**config.mk**
```make
export PLATFORM = sky130hd
export DESIGN_NAME = irq_ctrl_flat
export DESIGN_NICKNAME = d
export VERILOG_FILES = /design/src/rtl/irq_ctrl_if.sv /design/src/rtl/irq_ctrl.sv /design/src/flat_wrapper.sv
export SDC_FILE = /design/constraint.sdc
export NUM_CORES = 1
export LEC_CHECK = 0
export ABC_AREA = 1
export ABC_CLOCK_PERIOD_IN_PS = 1450
export BUFFER_PORTS_ARGS = -buffer_cell sky130_fd_sc_hd__buf_2
export CAP_MARGIN = 20
export CORE_MARGIN = 2
export CORE_UTILIZATION = 36
export DETAILED_ROUTE_END_ITERATION = 16
export SYNTH_ARGS = -nofsm -noshare
export SYNTH_HDL_FRONTEND = slang
export SYNTH_SLANG_ARGS = --single-unit
```
**constraint.sdc**
```tcl
create_clock -name CLK_I -period 1.45 [get_ports CLK_I]
set_input_delay 0.145 -clock CLK_I [delete_from_list [all_inputs] [get_ports CLK_I]]
set_output_delay 0.145 -clock CLK_I [all_outputs]
set_load 0.1 [all_outputs]
```
**src/rtl/irq_ctrl_if.sv**
```systemverilog
// Slave register bus shared by the system-bridge devices (timer counters, interrupt controller).
interface irq_ctrl_if;
   logic [3:2]  ADD_I;
   logic        WE_I;
   logic [31:0] DAT_I;
   logic [3:0]  be;
   logic [31:0] DAT_O;

   modport master (output ADD_I, WE_I, DAT_I, be, input DAT_O);
   modport slave  (input ADD_I, WE_I, DAT_I, be, output DAT_O);
endinterface

```
**src/rtl/irq_ctrl.sv**
```systemverilog
// Fixed-priority interrupt controller: latches/masks device IRQ lines and sequences one
// interrupt at a time to CP0 through a request / acknowledge / end-of-interrupt handshake.
module irq_ctrl #(
   parameter int N_SRC = 6,
   parameter int ID_W  = 3
) (
   input  logic             CLK_I,
   input  logic             RST_I,
   irq_ctrl_if.slave        bus,
   input  logic [N_SRC-1:0] IRQ_I,
   input  logic             int_ack,
   output logic             irq_o,
   output logic [ID_W-1:0]  cur_id,
   output logic             in_svc
);

   typedef enum logic [1:0] {
      ST_IDLE    = 2'd0,
      ST_ASSERT  = 2'd1,
      ST_SERVICE = 2'd2
   } state_t;

   localparam logic [1:0] A_PEND = 2'b00;
   localparam logic [1:0] A_MASK = 2'b01;
   localparam logic [1:0] A_MODE = 2'b10;
   localparam logic [1:0] A_CUR  = 2'b11;

   state_t           state;
   logic [N_SRC-1:0] pend;
   logic [N_SRC-1:0] mask;
   logic [N_SRC-1:0] mode;
   logic [N_SRC-1:0] irq_q;

   logic [N_SRC-1:0] rise;
   logic [N_SRC-1:0] active;
   logic [N_SRC-1:0] cur_onehot;
   logic [N_SRC-1:0] set_vec;
   logic [N_SRC-1:0] clr_vec;
   logic [N_SRC-1:0] pend_nxt;
   logic [ID_W-1:0]  win;
   logic             any_active;
   logic             cur_active;
   logic             wr_en;
   logic             w1c;
   logic             eoi;
   logic             ack_clr;
   logic [31:0]      cur_word;
   logic [31:0]      rd_data;
   logic             unused_bits;

   assign wr_en      = bus.WE_I & bus.be[0];
   assign w1c        = wr_en & (bus.ADD_I == A_PEND);
   assign eoi        = wr_en & (bus.ADD_I == A_CUR);
   assign ack_clr    = (state == ST_ASSERT) & int_ack;
   assign rise       = IRQ_I & ~irq_q;
   assign active     = pend & mask;
   assign any_active = |active;
   assign cur_active = |(active & cur_onehot);
   assign unused_bits = ^{bus.DAT_I, bus.be[3:1]};

   // One-hot decode of cur_id, used for the ack clear and the retract test.
   always_comb begin
      cur_onehot = {N_SRC{1'b0}};
      for (int i = 0; i < N_SRC; i++) begin
         if (ID_W'(i) == cur_id) begin
            cur_onehot[i] = 1'b1;
         end else begin
            cur_onehot[i] = 1'b0;
         end
      end
   end

   // Lowest-numbered active source wins; scanning downward leaves the lowest index last.
   always_comb begin
      win = {ID_W{1'b0}};
      for (int i = N_SRC - 1; i >= 0; i--) begin
         if (active[i]) begin
            win = ID_W'(i);
         end else begin
            win = win;
         end
      end
   end

   // Pending next-state: a set in the same cycle overrides any clear.
   always_comb begin
      set_vec = (mode & rise) | (~mode & IRQ_I);
      clr_vec = {N_SRC{1'b0}};
      if (w1c) begin
         clr_vec = clr_vec | bus.DAT_I[N_SRC-1:0];
      end else begin
         clr_vec = clr_vec;
      end
      if (ack_clr) begin
         clr_vec = clr_vec | (mode & cur_onehot);
      end else begin
         clr_vec = clr_vec;
      end
      pend_nxt = set_vec | (pend & ~clr_vec);
   end

   // Read mux; reflects register contents before the coming edge.
   always_comb begin
      cur_word            = 32'd0;
      cur_word[7]         = in_svc;
      cur_word[6]         = irq_o;
      cur_word[ID_W-1:0]  = cur_id;
      case (bus.ADD_I)
         A_PEND:  rd_data = 32'(pend);
         A_MASK:  rd_data = 32'(mask);
         A_MODE:  rd_data = 32'(mode);
         A_CUR:   rd_data = cur_word;
         default: rd_data = 32'd0;
      endcase
   end

   assign bus.DAT_O = rd_data;

   // Line sampling and software-visible registers.
   always_ff @(posedge CLK_I or posedge RST_I) begin
      if (RST_I) begin
         irq_q <= {N_SRC{1'b0}};
         pend  <= {N_SRC{1'b0}};
         mask  <= {N_SRC{1'b0}};
         mode  <= {N_SRC{1'b0}};
      end else begin
         irq_q <= IRQ_I;
         pend  <= pend_nxt;
         if (wr_en && (bus.ADD_I == A_MASK)) begin
            mask <= bus.DAT_I[N_SRC-1:0];
         end
         if (wr_en && (bus.ADD_I == A_MODE)) begin
            mode <= bus.DAT_I[N_SRC-1:0];
         end
      end
   end

   // Handshake FSM; cur_id is only loaded from IDLE so a later higher-priority source waits for EOI.
   always_ff @(posedge CLK_I or posedge RST_I) begin
      if (RST_I) begin
         state  <= ST_IDLE;
         cur_id <= {ID_W{1'b0}};
         irq_o  <= 1'b0;
         in_svc <= 1'b0;
      end else begin
         case (state)
            ST_IDLE: begin
               in_svc <= 1'b0;
               if (any_active) begin
                  cur_id <= win;
                  state  <= ST_ASSERT;
                  irq_o  <= 1'b1;
               end else begin
                  irq_o  <= 1'b0;
               end
            end
            ST_ASSERT: begin
               if (int_ack) begin
                  state  <= ST_SERVICE;
                  irq_o  <= 1'b0;
                  in_svc <= 1'b1;
               end else if (!cur_active) begin
                  state  <= ST_IDLE;
                  irq_o  <= 1'b0;
                  in_svc <= 1'b0;
               end else begin
                  irq_o  <= 1'b1;
                  in_svc <= 1'b0;
               end
            end
            ST_SERVICE: begin
               irq_o <= 1'b0;
               if (eoi) begin
                  state  <= ST_IDLE;
                  in_svc <= 1'b0;
               end else begin
                  in_svc <= 1'b1;
               end
            end
            default: begin
               state  <= ST_IDLE;
               irq_o  <= 1'b0;
               in_svc <= 1'b0;
            end
         endcase
      end
   end

endmodule

```
**src/flat_wrapper.sv**
```systemverilog
// flat-port wrapper written by rule: the top's interface ports become plain ports
module irq_ctrl_flat 
#(
   parameter int N_SRC = 6,
   parameter int ID_W  = 3
)
  (CLK_I, RST_I, IRQ_I, int_ack, irq_o, cur_id, in_svc, bus_ADD_I, bus_WE_I, bus_DAT_I, bus_be, bus_DAT_O);
  irq_ctrl_if bus_i ();
  input  logic CLK_I;
  input  logic RST_I;
  input  logic [N_SRC-1:0] IRQ_I;
  input  logic int_ack;
  output logic irq_o;
  output logic [ID_W-1:0] cur_id;
  output logic in_svc;
  input wire logic [$bits(bus_i.ADD_I)-1:0] bus_ADD_I;
  input wire logic [$bits(bus_i.WE_I)-1:0] bus_WE_I;
  input wire logic [$bits(bus_i.DAT_I)-1:0] bus_DAT_I;
  input wire logic [$bits(bus_i.be)-1:0] bus_be;
  output wire logic [$bits(bus_i.DAT_O)-1:0] bus_DAT_O;
  assign bus_i.ADD_I = bus_ADD_I;
  assign bus_i.WE_I = bus_WE_I;
  assign bus_i.DAT_I = bus_DAT_I;
  assign bus_i.be = bus_be;
  assign bus_DAT_O = bus_i.DAT_O;
  irq_ctrl #(.N_SRC(N_SRC), .ID_W(ID_W)) u_core (.CLK_I(CLK_I), .RST_I(RST_I), .bus(bus_i), .IRQ_I(IRQ_I), .int_ack(int_ack), .irq_o(irq_o), .cur_id(cur_id), .in_svc(in_svc));
endmodule
```
# After elaboration in Yosys (flattened, before gate mapping)
# Index checks and enable logic that the tools add are counted.
# W data, S select, Z words.
[totals] reg_bits=31
[op_classes] n_eq_ne=13 mux=27 n_reduce_logical=9 bitwise_logic=17
[ops] operator="$pmux W32 S4" n=1
[ops] operator="$and A6 B6 Y6" n=7
[ops] operator="$mux W3" n=6
[ops] operator="$not A6 Y6" n=3
[ops] operator="$or A6 B6 Y6" n=3
[ops] operator="$mux W6" n=2
[ops] operator="$reduce_or A6 Y1" n=2
[ops] operator="$mux W1" n=11
[ops] operator="$mux W2" n=4
[ops] operator="$eq A2 B2 Y1 const B" n=3
[ops] operator="$eq A2 B3 Y1 const A" n=2
[ops] operator="$eq A3 B3 Y1 const A" n=2
[ops] operator="$pmux W2 S3" n=1
[ops] operator="$and A1 B1 Y1" n=4
[ops] operator="$eq A2 B1 Y1 const B" n=2
[ops] operator="$logic_not A2 Y1" n=2
[ops] operator="$ne A2 B1 Y1 const B" n=2
[ops] operator="$pmux W1 S2" n=2
[ops] operator="$eq A1 B3 Y1 const A" n=1
[ops] operator="$logic_not A3 Y1" n=1
[ops] operator="$ne A3 B3 Y1 const B" n=1
[ops] operator="$reduce_and A3 Y1" n=1
[ops] operator="$logic_and A1 B1 Y1" n=2
[ops] operator="$reduce_and A2 Y1" n=1

# Logic depth before layout (Yosys ltp)
# Gate-level depths: netlist (run 1).
[depth] depth_word=8 depth_mapped=9

# Worst setup path after synthesis (run 1)
# No wires, ideal clock.
[synth_timing] path_kind="reg2out" start="register u_core.cur_id[1]" end="output port bus_DAT_O[1]" stages_incl_launch_ff=3 required_ps=1305 slack_ps=-1436 t_arrival_ps=2741 path_buffers=0 cell_sequence="dfrtp_1 > inv_1 > o2111ai_1"
[synth_via] elab_chain_cells=1
[synth_rtl] item="start, declared" line_no="irq_ctrl.sv:13" source="output logic [ID_W-1:0] cur_id,"
[synth_rtl] item="start signal, assigned" line_no="irq_ctrl.sv:142" source="cur_id <= {ID_W{1'b0}};"
[synth_rtl] item="start signal, assigned" line_no="irq_ctrl.sv:150" source="cur_id <= win;"
[synth_rtl] item="$pmux W32 S4" line_no="irq_ctrl.sv:108" source="case (bus.ADD_I)"
[synth_rtl] item="end, declared" line_no="flat_wrapper.sv:20" source="output wire logic [$bits(bus_i.DAT_O)-1:0] bus_DAT_O;"
# Every way passes these cells. The select of a mux whose other input is x is not followed.

# Worst setup path in the final report (run 1)
[layout_timing] start="register u_core.cur_id[0]" end="output port bus_DAT_O[0]"
# Same word-level chain as after synthesis.

==> metrics list, run 1 <==
- Post-detail-place hpwl: 2960 um
- Setup crit start: u_core.cur_id[0]$_DFFE_PP0P_
- In this run the power spent charging and discharging nets is 0.00214 W.
- Pre-CTS WS: 0.0558 ns
- Yosys printed 0 warnings.
- The H-tree was split into 2 levels.
- Power share of the clock group: 0.178
- Placement row count: 25
* Largest buffer count on any clock path: 2
- For this run, design rule violations remaining after detail routing come to 0.
- Clock skew on the completed layout was measured at 0.00282 ns.
* # clock sinks: 31
- Summed over all instances, the cell type with the most area after synthesis is sky130_fd_sc_hd__dfrtp_1.
* Number of nets in the layout: 326
- In the finished design, the share of the clock period the worst path needs comes to 0.954.
- For the worst setup path, the data required time is 1.31 ns.
* Most instantiated library cell after synthesis: sky130_fd_sc_hd__nand2_1
- The routed design could run at a clock period as short as 1.38 ns.
* Number of slew-limit violations in the final report: 0
* Initial antenna violation count: 0
- Number of I/O pins: 85
* Reg-to-reg critical path startpoint: u_core.cur_id[1]$_DFFE_PP0P_
- Walking the worst path, the cells encountered are inv_4 > o2111ai_4 > buf_12.
- Logic gate share of total power: 0.519
- Mean number of vias per cell: 4.43
- Routed length on met1: 1780 um
* Kind of start point of the critical path: flop
- Chip Width: 75.4 um
* CP max stage delay: 0.48 ns
* Unique masters post-synth: 21
- The layout has 478 filler cells.
- Power, Total: 0.00419 W
* Peak ir drop on the vdd network: 784 uV
* Kind of cell adding the most delay to the critical path: flip-flops
* List of most frequent post-synthesis cells: 67 x sky130_fd_sc_hd__nand2_1, 31 x sky130_fd_sc_hd__dfrtp_1, 24 x sky130_fd_sc_hd__buf_4
- In this run the cell area measured after placement is 0.00217 sq mm.
* Die Area: 0.00568 sq mm
* RSZ-0062 raised after global routing: no
* RD Place Congestion: 0.813
- DR iter-0 viols: 61
- Highest net fanout along the worst path: 6
- The run finished with clean final reports.
* Total leakage power: 1.13 nW
- Final core utilization: 0.487
* Via count of the first global-routing pass: 1451
- After routing the design area is 0.00234 sq mm.
* Clock-pin slew of the registers on the worst-case setup and hold paths: 0.06 ns
* Final Routed Wirelength: 4030 um
- The floorplan step set the die height to 75.4 um.
- The worst hold path belongs to the class primary input to flop.
- Global routing finished with a remaining overflow of 0.
* # port buffers: 31
- In this run, synthesis inferred 0 flip-flops with an integrated enable.
- Entering global routing, the biggest net connects 32 pins.
- Most used flip-flop cell after synthesis: sky130_fd_sc_hd__dfrtp_1
* Ranking of synthesized cells by area: sky130_fd_sc_hd__dfrtp_1 42%, sky130_fd_sc_hd__nand2_1 14%, sky130_fd_sc_hd__buf_4 9.8%
* Initial Util: 0.381
- In this run, CTS created clock tree buffers numbering 5.
* Highest routing layer actually used: met4
* Number of iterations in the first detailed-routing pass: 4
- Count of buffering cells on the critical path with inverters included: 2
- Dividing the synthesized area by the synthesized cell count gives 7.90 sq um.
* Core Footprint: 0.00482 sq mm
- Wire length of the first global-routing pass: 6780 um
- Once the clock tree was built, the setup fixing pass inserted 0 buffers.
- Hold Vio Cnt, Final: 0
* Area growth, synth to finish: 27.9%
* Number of instances in the synthesized netlist: 232
- The slowest stage of the critical path belongs to the cell sky130_fd_sc_hd__dfrtp_4.
- After detailed routing, the met3 layer carries 250 um of wire.
- TritonCTS built the clock tree.
- By startpoint and endpoint, the worst setup path is classified as flop to output port.
- Gr usage total: 0.163
* Top-area cell type share of the netlist area: 0.423
- Sequential cell area fraction in the yosys report: 0.423
- Data arrives at the worst endpoint at 1.24 ns.
* Wire length per cell after detailed routing: 11.8 um
- Switching part of the total: 0.512
- In this run, synthesis produced a sequential element count of 31.
- Final setup violation count: 0
- Cell area after synthesis: 0.00183 sq mm
* Fraction of layout instances using a drive strength above 1: 0.312
- Fraction of power consumed by sequential logic: 0.303
* Proportion of synthesized flip-flops having asynchronous set or reset: 1.00
* Internal power component: 0.00204 W
* CTS Root Buffer Type: sky130_fd_sc_hd__clkbuf_8
- Setup slack on the critical path of the routed design comes to 0.0668 ns.
* Met2 wirelength from detailed routing: 1960 um
- Max Clk Rate: 723 MHz
* Power per Cell Area: 1780 mW/mm^2
- 0 antenna diodes ended up in the layout.
- Max-cap violations in this run came to 0.
- Post-route ant nets: 0
- For the worst-skew pair, the clock arrives at the later sink with an insertion delay of 0.28 ns.
* Hold path startpoint: bus_DAT_I[5]
* Element type at the critical path end: output port
- Via count of the routed design: 1520
[flip-flops by register name, summed over array words and instances (netlist names)]
register / count
u_core.pend: 6
u_core.irq_o: 1
u_core.mask: 6
u_core.cur_id: 3
u_core.irq_q: 6
u_core.mode: 6
u_core.state: 2
u_core.in_svc: 1
[area by class of cell]
cell class / instances / area, sq um / area share
timing repair buffer: 39 / 353 / 0.150
inverter: 23 / 93.8 / 0.0400
clock buffer: 8 / 100 / 0.0427
multi-input combinational: 175 / 925 / 0.394
sequential: 31 / 790 / 0.337
tap: 67 / 83.8 / 0.0358
[cells in the final DEF, fill, tap and decap left out, drive strengths merged]
| master | synthesis | layout |
|---|---|---|
| nand2 | 78 | 78 |
| conb | 1 | 24 |
| o2111ai | 3 | 3 |
| a21oi | 2 | 2 |
| a21boi | 1 | 1 |
| ha | 3 | 3 |
| nor2 | 25 | 25 |
| dfrtp | 31 | 31 |
| nand3 | 12 | 12 |
| inv | 23 | 23 |
| dlygate4sd3 | 0 | 7 |
| clkbuf | 0 | 8 |
| buf | 26 | 32 |
| o21ai | 26 | 26 |
| o22ai | 1 | 1 |
[path summary, 6_finish.rpt]
kind / to / slack [ns] / depth (start not counted)
setup / recovery: bus_DAT_O[0] / 0.07 / 3
hold / removal: u_core.mask[5]$_DFFE_PP0P_ / 0.15 / 3
setup reg to reg: u_core.state[0]$_DFFE_PP0P_ / 0.15 / 8
hold reg to reg: u_core.pend[2]$_DFF_PP0_ / 0.50 / 3
max in group asynchronous: u_core.cur_id[1]$_DFFE_PP0P_ / 0.64 / 4
min in group asynchronous: u_core.pend[2]$_DFF_PP0_ / 0.48 / 4
[kinds of logic (layout without fill, tap and decap cells)]
kind of cell,count (synthesis),in the layout,synth area share
and+or+nand+nor,115,115,0.270
buffers and inverters,49,70,0.158
other,1,24,0.00205
adders and majority gates,3,3,0.0205
DFF,31,31,0.423
AOI/OAI and AO/OA,33,33,0.127
[routing by layer]
| metal | track usage | up-vias |
|---|---|---|
| met5 | 0 | - |
| met4 | 0.0468 | 0 |
| met3 | 0.0476 | 4 |
| met2 | 0.274 | 48 |
| met1 | 0.204 | 699 |
| li1 | - | 769 |
[what timing repair did]
item	4_1_cts	5_1_grt
endpoints found under the setup margin	0	6
gates resized for setup	0	2
hold buffers	7	0
endpoints found under the hold margin	37	0
[power by group through the flow]
stage	registers [W]	clock network [W]	logic (W)
4_1_cts	0.00126	0.000769	0.00219
3_3_place_gp	0.00127	0	0.00214
5_1_grt	0.00130	0.000809	0.00234
3_5_place_dp	0.00128	0	0.00217
2_1_floorplan	0.00168	0	0.00136
6_report	0.00127	0.000747	0.00217
[metrics by stage]
| step | hold WS, ns | TNS [ns] | cells |
|---|---|---|---|
| 2_1_floorplan | 0.176 | -0.00506 | 255 |
| 3_3_place_gp | 0.249 | 0 | 328 |
| 3_5_place_dp | 0.253 | 0 | 328 |
| 4_1_cts | 0.146 | 0 | 343 |
| 5_1_grt | 0.161 | 0 | 343 |
| 6_report | 0.151 | 0 | 343 |
[tightest hold or removal path: stages]
cell and delay, ns:
sky130_fd_sc_hd__buf_2 0.07, sky130_fd_sc_hd__inv_1 0.06, sky130_fd_sc_hd__o21ai_2 0.12
(Power assumes the default switching activity.)
==> run 2: changes to the inputs <==
--- a/config.mk
+++ b/config.mk
@@ -5,13 +5,14 @@
 export SDC_FILE = /design/constraint.sdc
 export NUM_CORES = 1
 export LEC_CHECK = 0
-export ABC_AREA = 1
 export ABC_CLOCK_PERIOD_IN_PS = 1450
 export BUFFER_PORTS_ARGS = -buffer_cell sky130_fd_sc_hd__buf_2
 export CAP_MARGIN = 20
+export CORE_ASPECT_RATIO = 0.9
 export CORE_MARGIN = 2
-export CORE_UTILIZATION = 36
+export CORE_UTILIZATION = 40
 export DETAILED_ROUTE_END_ITERATION = 16
+export PLACE_DENSITY = 0.7
 export SYNTH_ARGS = -nofsm -noshare
 export SYNTH_HDL_FRONTEND = slang
 export SYNTH_SLANG_ARGS = --single-unit
==> run 2 against run 1 <==
  * The flow now finishes with violations (negative setup slack)
  * Design area rose by 9.3%
  * Maximum frequency fell by 16%
  * Worst hold slack worse by 0.028 ns
  * Worst setup slack lost 0.26 ns
  * Count of clock-buffer cells in the layout unchanged
  * Sequential share of layout area decreased by 2.7 points
  * First-iteration DRC count decreased by 43%
  * Global-route usage is 3.0 points higher
  * Routed wire length up 8.8%
  * Power up 20%
  * Die area decreased by 10%
  * Critical endpoint is now bus_DAT_O[1]
  * Largest power group unchanged
  * Highest routed layer unchanged
==> metrics list, run 2 <==
- Clock Skew: 0.00916 ns (was 0.00282 ns)
- Post-detail-place hpwl: 3160 um (was 2960 um)
* Fraction of layout instances using a drive strength above 1: 0.460 (was 0.312)
- Sequential cell area fraction in the yosys report: 0.426 (was 0.423)
* Setup crit start: u_core.cur_id[1]$_DFFE_PP0P_ (was u_core.cur_id[0]$_DFFE_PP0P_)
- Required time reported for the critical path endpoint: 1.31 ns (about the same)
- Chip Width: 75.1 um (was 75.4 um)
- The number of antenna violations at the first check in global routing was 0 (unchanged).
* Post-route fraction of the period consumed by the critical path: 1.13 (was 0.954)
- Hold/Removal Path Class: primary input to flop (unchanged)
* List of most frequent post-synthesis cells: 31 x sky130_fd_sc_hd__dfrtp_1, 25 x sky130_fd_sc_hd__nand2_1, 24 x sky130_fd_sc_hd__buf_4 (was 67 x sky130_fd_sc_hd__nand2_1, 31 x sky130_fd_sc_hd__dfrtp_1, 24 x sky130_fd_sc_hd__buf_4)
* Peak ir drop on the vdd network: 802 uV (was 784 uV)
* DR iter-0 viols: 35 (was 61)
* Proportion of synthesized flip-flops having asynchronous set or reset: 1.00 (unchanged)
- RSZ-0062 raised after global routing: yes (was no).
- The per-cell routed wire length was 14.7 um (was 11.8 um).
- The remaining routing DRC violations is 0 (unchanged).
- The total count of hold-check failures in the final report was 0 (unchanged).
* Clk_lat worst skew: 0.29 ns (was 0.28 ns)
- Commonest cells after routing, fill and taps aside: 24 x sky130_fd_sc_hd__nand2_1, 24 x sky130_fd_sc_hd__conb_1, 23 x sky130_fd_sc_hd__dfrtp_1 (was 67 x sky130_fd_sc_hd__nand2_1, 26 x sky130_fd_sc_hd__dfrtp_1, 24 x sky130_fd_sc_hd__conb_1).
* Data arrival time of the worst path: 1.50 ns (was 1.24 ns)
- Max-capacitance violation count: 0 (unchanged)
- Count of cells along the worst register-to-register path: 5 (was 8)
- The sum of negative setup slack is -0.832 ns (was 0 ns).
- Most used flip-flop cell after synthesis: sky130_fd_sc_hd__dfrtp_1 (unchanged)
* Clock-pin slew of the registers on the worst-case setup and hold paths: 0.07 ns (was 0.06 ns)
- Largest buffer count on any clock path: 2 (unchanged)
- Die Area: 0.00511 sq mm (was 0.00568 sq mm)
* Per-instance average area after synthesis: 10.7 sq um (was 7.90 sq um)
- Final setup violation count: 6 (was 0)
- The final critical delay including setup and external delays came to 1.64 ns (was 1.38 ns).
- Most instantiated library cell after synthesis: sky130_fd_sc_hd__dfrtp_1 (was sky130_fd_sc_hd__nand2_1)
- The synthesized flop and latch total came to 31 (unchanged).
* Initial Util: 0.413 (was 0.381)
- Number of instances in the synthesized netlist: 170 (was 232)
- The number of buffers added by the clock tree synthesis step is 5 (unchanged).
- The critical path launch point type is a flop (unchanged).
- Final Routed Wirelength: 4390 um (was 4030 um)
* Reg-to-reg critical path startpoint: u_core.cur_id[1]$_DFFE_PP0P_ (unchanged)
- RR Endpoint: u_core.state[0]$_DFFE_PP0P_ (unchanged)
- The count of boundary I/O pins is 85 (unchanged).
- The capturing element type of the critical path is an output port (unchanged).
* Critical path capture point: bus_DAT_O[1] (was bus_DAT_O[0])
- Depth of the CTS H-tree: 2 (unchanged)
* Number of warnings reported in the yosys synthesis log: 0 (unchanged)
- Result of the run: complete, but fails checks (was finished, final reports clean).
- Total leakage power: 1.14 nW (was 1.13 nW)
- RD Place Congestion: 0.881 (was 0.813)
- TritonCTS clock tree: built (unchanged)
* Highest net fanout along the worst path: 3 (was 6)
- The cell taking the most area after synthesis is sky130_fd_sc_hd__dfrtp_1 (unchanged).
* Cell area after synthesis: 0.00182 sq mm (was 0.00183 sq mm)
- Ranking of synthesized cells by area: sky130_fd_sc_hd__dfrtp_1 43%, sky130_fd_sc_hd__buf_4 9.9%, sky130_fd_sc_hd__mux2_2 7.4% (was sky130_fd_sc_hd__dfrtp_1 42%, sky130_fd_sc_hd__nand2_1 14%, sky130_fd_sc_hd__buf_4 9.8%).
* Number of nets in the layout: 287 (was 326)
- # port buffers: 31 (unchanged)
- Power per Cell Area: 1960 mW/mm^2 (was 1780 mW/mm^2)
* Via count of the routed design: 1474 (was 1520)
- The floorplan row count was 23 (was 25).
* Grt total ovfl: 0 (unchanged)
* CTS Root Buffer Type: sky130_fd_sc_hd__clkbuf_8 (unchanged)
- Gr usage total: 0.193 (was 0.163)
- The first-pass GRT wire length was 7070 um (was 6780 um).
- The utilization after layout is 0.582 (was 0.487).
- The checks that failed: negative setup slack.
- Final setup slack of the worst path: -0.194 ns (was 0.0668 ns)
* EDFF count, synth: 0 (unchanged)
- The fraction of post-synthesis cell area in the top cell type by area came to 0.426 (was 0.423).
- The max-slew violation count came to 0 (unchanged).
* Number of iterations in the first detailed-routing pass: 4 (unchanged)
- The core outline area came to 0.00440 sq mm (was 0.00482 sq mm).
- Max Clk Rate: 608 MHz (was 723 MHz)
- Reg2reg setup slack: -0.11 ns (was 0.15 ns)
- The TritonCTS sink count came to 31 (unchanged).
* Worst hold-check slack: 0.123 ns (was 0.151 ns)
* Fill cells: 377 (was 478)
- The pin count of the biggest net entering global routing came to 32 (unchanged).
- The mean number of vias per cell came to 4.93 (was 4.43).
* Worst setup path class: flop to output port (unchanged)
- Via count of the first global-routing pass: 1395 (was 1451)
* Die Y-Extent: 68 um (was 75.4 um)
* Area growth, synth to finish: 40.8% (was 27.9%)
- Post-route ant nets: 0 (unchanged)
- Ant. Diodes: 0 (unchanged)
- The number of different library cells in the post-synthesis netlist came to 42 (was 21).
-- run 2: cell types whose count changed after synthesis, moves of 4 or more --
| cell | before | now |
|---|---|---|
| sky130_fd_sc_hd__mux2_2 | 0 | 12 |
| sky130_fd_sc_hd__nor2_1 | 21 | 5 |
| sky130_fd_sc_hd__inv_1 | 19 | 5 |
| sky130_fd_sc_hd__inv_2 | 4 | 0 |
| sky130_fd_sc_hd__nand2_2 | 11 | 0 |
| sky130_fd_sc_hd__o21ai_0 | 9 | 5 |
| sky130_fd_sc_hd__o21ai_2 | 13 | 0 |
| sky130_fd_sc_hd__nand2_1 | 67 | 25 |
| sky130_fd_sc_hd__a32o_1 | 0 | 7 |
| sky130_fd_sc_hd__nand3_1 | 12 | 4 |
-- run 2: kinds of logic after synthesis --
logic type,share of synthesized area
and+or+nand+nor,0.151
other,0.00206
DFF,0.426
buffers and inverters,0.124
AOI/OAI and AO/OA,0.149
muxes,0.128
adders and majority gates,0.0206
-- run 2: how the worst min path moves through the flow --
stage,startpoint,end,cells past startpoint
2_1_floorplan,IRQ_I[0],u_core.irq_q[0]$_DFF_PP0_,0
3_3_place_gp,RST_I,u_core.mode[0]$_DFFE_PP0P_,3
3_5_place_dp,RST_I,u_core.mode[0]$_DFFE_PP0P_,3
4_1_cts,bus_DAT_I[4],u_core.mask[4]$_DFFE_PP0P_,2
5_1_grt,bus_DAT_I[2],u_core.mode[2]$_DFFE_PP0P_,2
6_report,bus_DAT_I[4],u_core.mask[4]$_DFFE_PP0P_,2
-- run 2: metrics by stage --
stage               cells  instance area (sq um)  power [W]  setup slack [ns]
global placement      279                   2250    0.00383           -0.0161
finish                299                   2560    0.00502            -0.194
global route          299                   2560    0.00526            -0.223
CTS                   300                   2520    0.00488            -0.198
floorplan             193                   1950    0.00325            -0.239
detailed placement    279                   2250    0.00386           -0.0364
-- run 2: power by group --
part / switching (W) / internal (W) / total, W
Clock: 0.000321 / 0.000433 / 0.000754
Sequential: 0.000208 / 0.00109 / 0.00130
Combinational: 0.00185 / 0.00111 / 0.00296
Total: 0.00238 / 0.00263 / 0.00502
-- run 2: final cells by class --
class | count | area, sq um | area share
flip-flops and latches | 31 | 793 | 0.309
well taps | 62 | 77.6 | 0.0303
clock buffers | 8 | 100 | 0.0390
repair buffers | 64 | 597 | 0.233
multi-input cells | 129 | 977 | 0.381
inverters | 5 | 18.8 | 0.00732
-- run 2: timing repair --
item,4_1_cts,5_1_grt
setup endpoints to repair,5,13
hold buffers,7,0
hold endpoints to repair,37,0
buffers inserted,6,1
gates resized for setup,17,15
pin swaps,3,4
-- run 2: per-layer routing --
layer / track usage / vias up / part of all wire
met1: 0.263 / 723 / 0.46
met5: 0 / - / 0
met4: 0.0848 / 0 / 0.024
li1: - / 708 / -
met3: 0.0471 / 9 / 0.041
met2: 0.292 / 34 / 0.47
-- run 2: critical path, cell delays in order (launching register included) --
cell and delay (ns):
sky130_fd_sc_hd__dfrtp_4 0.50, sky130_fd_sc_hd__mux4_2 0.52, sky130_fd_sc_hd__buf_12 0.19
==> run 3: changes to the inputs <==
--- a/config.mk
+++ b/config.mk
@@ -10,9 +10,9 @@
 export CAP_MARGIN = 20
 export CORE_ASPECT_RATIO = 0.9
 export CORE_MARGIN = 2
-export CORE_UTILIZATION = 40
+export CORE_UTILIZATION = 45
 export DETAILED_ROUTE_END_ITERATION = 16
-export PLACE_DENSITY = 0.7
+export PLACE_DENSITY = 0.78
 export SYNTH_ARGS = -nofsm -noshare
 export SYNTH_HDL_FRONTEND = slang
 export SYNTH_SLANG_ARGS = --single-unit
==> run 3 against run 2 <==
  * The flow still finishes with violations (negative setup slack)
  * Combinational power grew 5%
  * Worst hold slack better by 0.0038 ns
  * Design area fell by 0.24%
  * Count of clock-buffer cells in the layout is the same
  * Sequential share of layout area hardly changed
  * Sequential cell count stayed put
  * Worst setup slack better by 0.028 ns
  * Utilization up 8.9 points
  * Non-clock buffer count down 2
  * Via count decreased by 0.34%
  * Critical path depth did not move
  * Maximum frequency increased by 1.8%
  * Critical endpoint is now bus_DAT_O[0]
  * Largest power group unchanged
==> metrics list, run 3 (same netlist as run 2, synthesis figures left out) <==
- Result of the run: complete, but fails checks (unchanged)
* Violations in the final reports: negative setup slack (unchanged)
* TritonCTS clock tree: built (unchanged)
- Post-route ant nets: 0 (unchanged)
* Number of I/O pins: 85 (unchanged)
- The core outline area came to 0.00381 sq mm (was 0.00440 sq mm).
* Kind of start point of the critical path: flop (unchanged)
- Detailed-route DRC error count: 0 (unchanged)
- The sum of overflow across all layers after global routing was 0 (unchanged).
- The final critical delay including setup and external delays is 1.62 ns (was 1.64 ns).
- The peak clock frequency supported by timing was 619 MHz (was 608 MHz).
- The relative area change from synthesis to final layout is 40.5% (was 40.8%).
- The minimum setup slack among reg-to-reg paths was -0.07 ns (was -0.11 ns).
- The fraction of final layout cells with drive strength greater than 1 came to 0.472 (was 0.460).
- Hold Vio Cnt, Final: 0 (unchanged)
- The maximum root-to-sink buffer count was 2 (unchanged).
- The critical path launch point is u_core.cur_id[0]$_DFFE_PP0P_ (was u_core.cur_id[1]$_DFFE_PP0P_).
- Die Y-Extent: 64.3 um (was 68 um)
- # port buffers: 31 (unchanged)
- The TritonCTS sink count was 31 (unchanged).
* Chip Width: 71.0 um (was 75.1 um)
- Final Routed Wirelength: 4360 um (was 4390 um)
* Placement row count: 21 (was 23)
* Worst setup path class: flop to output port (unchanged)
- The total number of vias was 1469 (was 1474).
* Met1 Track Usage GR: 0.281 (was 0.263)
- Commonest cells after routing, fill and taps aside: 24 x sky130_fd_sc_hd__nand2_1, 24 x sky130_fd_sc_hd__conb_1, 24 x sky130_fd_sc_hd__dfrtp_1 (was 24 x sky130_fd_sc_hd__nand2_1, 24 x sky130_fd_sc_hd__conb_1, 23 x sky130_fd_sc_hd__dfrtp_1).
* Maximum number of pins on one net before global-route repair: 32 (unchanged)
- Post-route fraction of the period consumed by the critical path: 1.11 (was 1.13)
- Peak ir drop on the vdd network: 886 uV (was 802 uV)
- RSZ-0062 raised after global routing: yes (unchanged).
- The detailed router's first-iteration violation count is 96 (was 35).
* Final setup violation count: 5 (was 6)
- Final core utilization: 0.671 (was 0.582)
- Highest net fanout along the worst path: 2 (was 3)
- Power per Cell Area: 2010 mW/mm^2 (was 1960 mW/mm^2)
* Count of cells along the worst register-to-register path: 5 (unchanged)
* Met2 track demand over resource in global routing: 0.303 (was 0.292)
* Gr usage total: 0.196 (was 0.193)
* RD Place Congestion: 0.922 (was 0.881)
* Depth of the CTS H-tree: 2 (unchanged)
- The initial core utilization was 0.478 (was 0.413).
- Fill cells: 273 (was 377)
- The buffer type at the clock tree root is sky130_fd_sc_hd__clkbuf_8 (unchanged).
- The total power was 0.00515 W (was 0.00502 W).
- The final layout net count was 285 (was 287).
- The post-route clock skew was 0.00423 ns (was 0.00916 ns).
- Routing usage on met3: 0.0379 (was 0.0471)
- Ant. Diodes: 0 (unchanged)
- The global routing's busiest layer is met2 (unchanged).
- The max-slew violation count was 0 (unchanged).
- The latest clock arrival within the worst-skew pair is 0.28 ns (was 0.29 ns).
* Critical path capture point: bus_DAT_O[0] (was bus_DAT_O[1])
- The arrival time at the worst endpoint is 1.47 ns (was 1.50 ns).
- Number of iterations in the first detailed-routing pass: 5 (was 4)
- Element type at the critical path end: output port (unchanged)
- The reg-to-reg critical path endpoint is u_core.state[0]$_DFFE_PP0P_ (unchanged).
- The final worst-path setup slack came to -0.166 ns (was -0.194 ns).
- The cell leakage power came to 1.14 nW (about the same).
- The number of maximum-capacitance violations came to 0 (unchanged).
- The number of antenna violations at the first check in global routing is 0 (unchanged).
- The mean number of vias per cell is 5.23 (was 4.93).
* Hold/Removal Path Class: primary input to flop (unchanged)
* Post-detail-place hpwl: 3080 um (was 3160 um)
- Required time reported for the critical path endpoint: 1.31 ns (about the same)
- The startpoint of the lowest-slack register-to-register path is u_core.cur_id[0]$_DFFE_PP0P_ (was u_core.cur_id[1]$_DFFE_PP0P_).
- The first-pass GRT wire length was 6820 um (was 7070 um).
* TritonCTS Buffers: 5 (unchanged)
* Wire length per cell after detailed routing: 15.5 um (was 14.7 um)
- Setup TNS: -0.609 ns (was -0.832 ns)
* Die Area: 0.00457 sq mm (was 0.00511 sq mm)
* Clock-pin slew of the registers on the worst-case setup and hold paths: 0.06 ns (was 0.07 ns)
- The number of global-route vias before repair was 1367 (was 1395).
run 3: final cells by class:
| cell class | instances | area [sq um] | area share |
|---|---|---|---|
| sequential | 31 | 792 | 0.310 |
| inverter | 5 | 18.8 | 0.00734 |
| clock buffer | 8 | 100 | 0.0391 |
| timing repair buffer | 62 | 581 | 0.227 |
| tap | 46 | 57.6 | 0.0225 |
| multi-input combinational | 129 | 1010 | 0.394 |
run 3: stage by stage:
step	hold slack (ns)	area, sq um	setup WS (ns)	std cells
final	0.127	2560	-0.166	281
after global routing	0.126	2560	-0.195	281
after CTS	0.121	2490	-0.173	281
after detailed placement	0.240	2200	-0.0148	261
after global placement	0.240	2200	-0.00418	261
after floorplan	0.176	1950	-0.239	193
run 3: routing by layer:
layer | wire length, um | up-vias | part of all wire
met5 | 0 | - | 0
met4 | 52 | 0 | 0.012
met3 | 277 | 8 | 0.064
met2 | 2100 | 64 | 0.48
met1 | 1930 | 696 | 0.44
li1 | - | 701 | -
run 3: repair_timing:
| item | in CTS | in global routing |
|---|---|---|
| resized for setup | 22 | 16 |
| setup endpoints to repair | 8 | 14 |
| endpoints found under the hold margin | 37 | 0 |
| pin swaps | 5 | 7 |
| setup buffers | 5 | 0 |
| gates cloned | 0 | 0 |
| hold buffers | 7 | 0 |
run 3: power by group:
| part | switching, W | internal [W] | total [W] |
|---|---|---|---|
| Combinational | 0.00193 | 0.00118 | 0.00311 |
| Sequential | 0.000201 | 0.00109 | 0.00129 |
| Clock | 0.000310 | 0.000433 | 0.000743 |
run 3: worst max-delay path, cell delays in order, from the launching register on:
cell	delay (ns)
sky130_fd_sc_hd__dfrtp_4	0.48
sky130_fd_sc_hd__mux4_2	0.51
sky130_fd_sc_hd__buf_12	0.19
run 3: worst min-delay path by stage:
| stage | end | from | cells past startpoint |
|---|---|---|---|
| after global placement | u_core.mode[1]$_DFFE_PP0P_ | RST_I | 3 |
| after global routing | u_core.mode[0]$_DFFE_PP0P_ | bus_DAT_I[0] | 2 |
| after detailed placement | u_core.mode[1]$_DFFE_PP0P_ | RST_I | 3 |
| after floorplan | u_core.irq_q[0]$_DFF_PP0_ | IRQ_I[0] | 0 |
| final | u_core.mode[1]$_DFFE_PP0P_ | bus_DAT_I[1] | 2 |
| after CTS | u_core.mode[1]$_DFFE_PP0P_ | bus_DAT_I[1] | 2 |
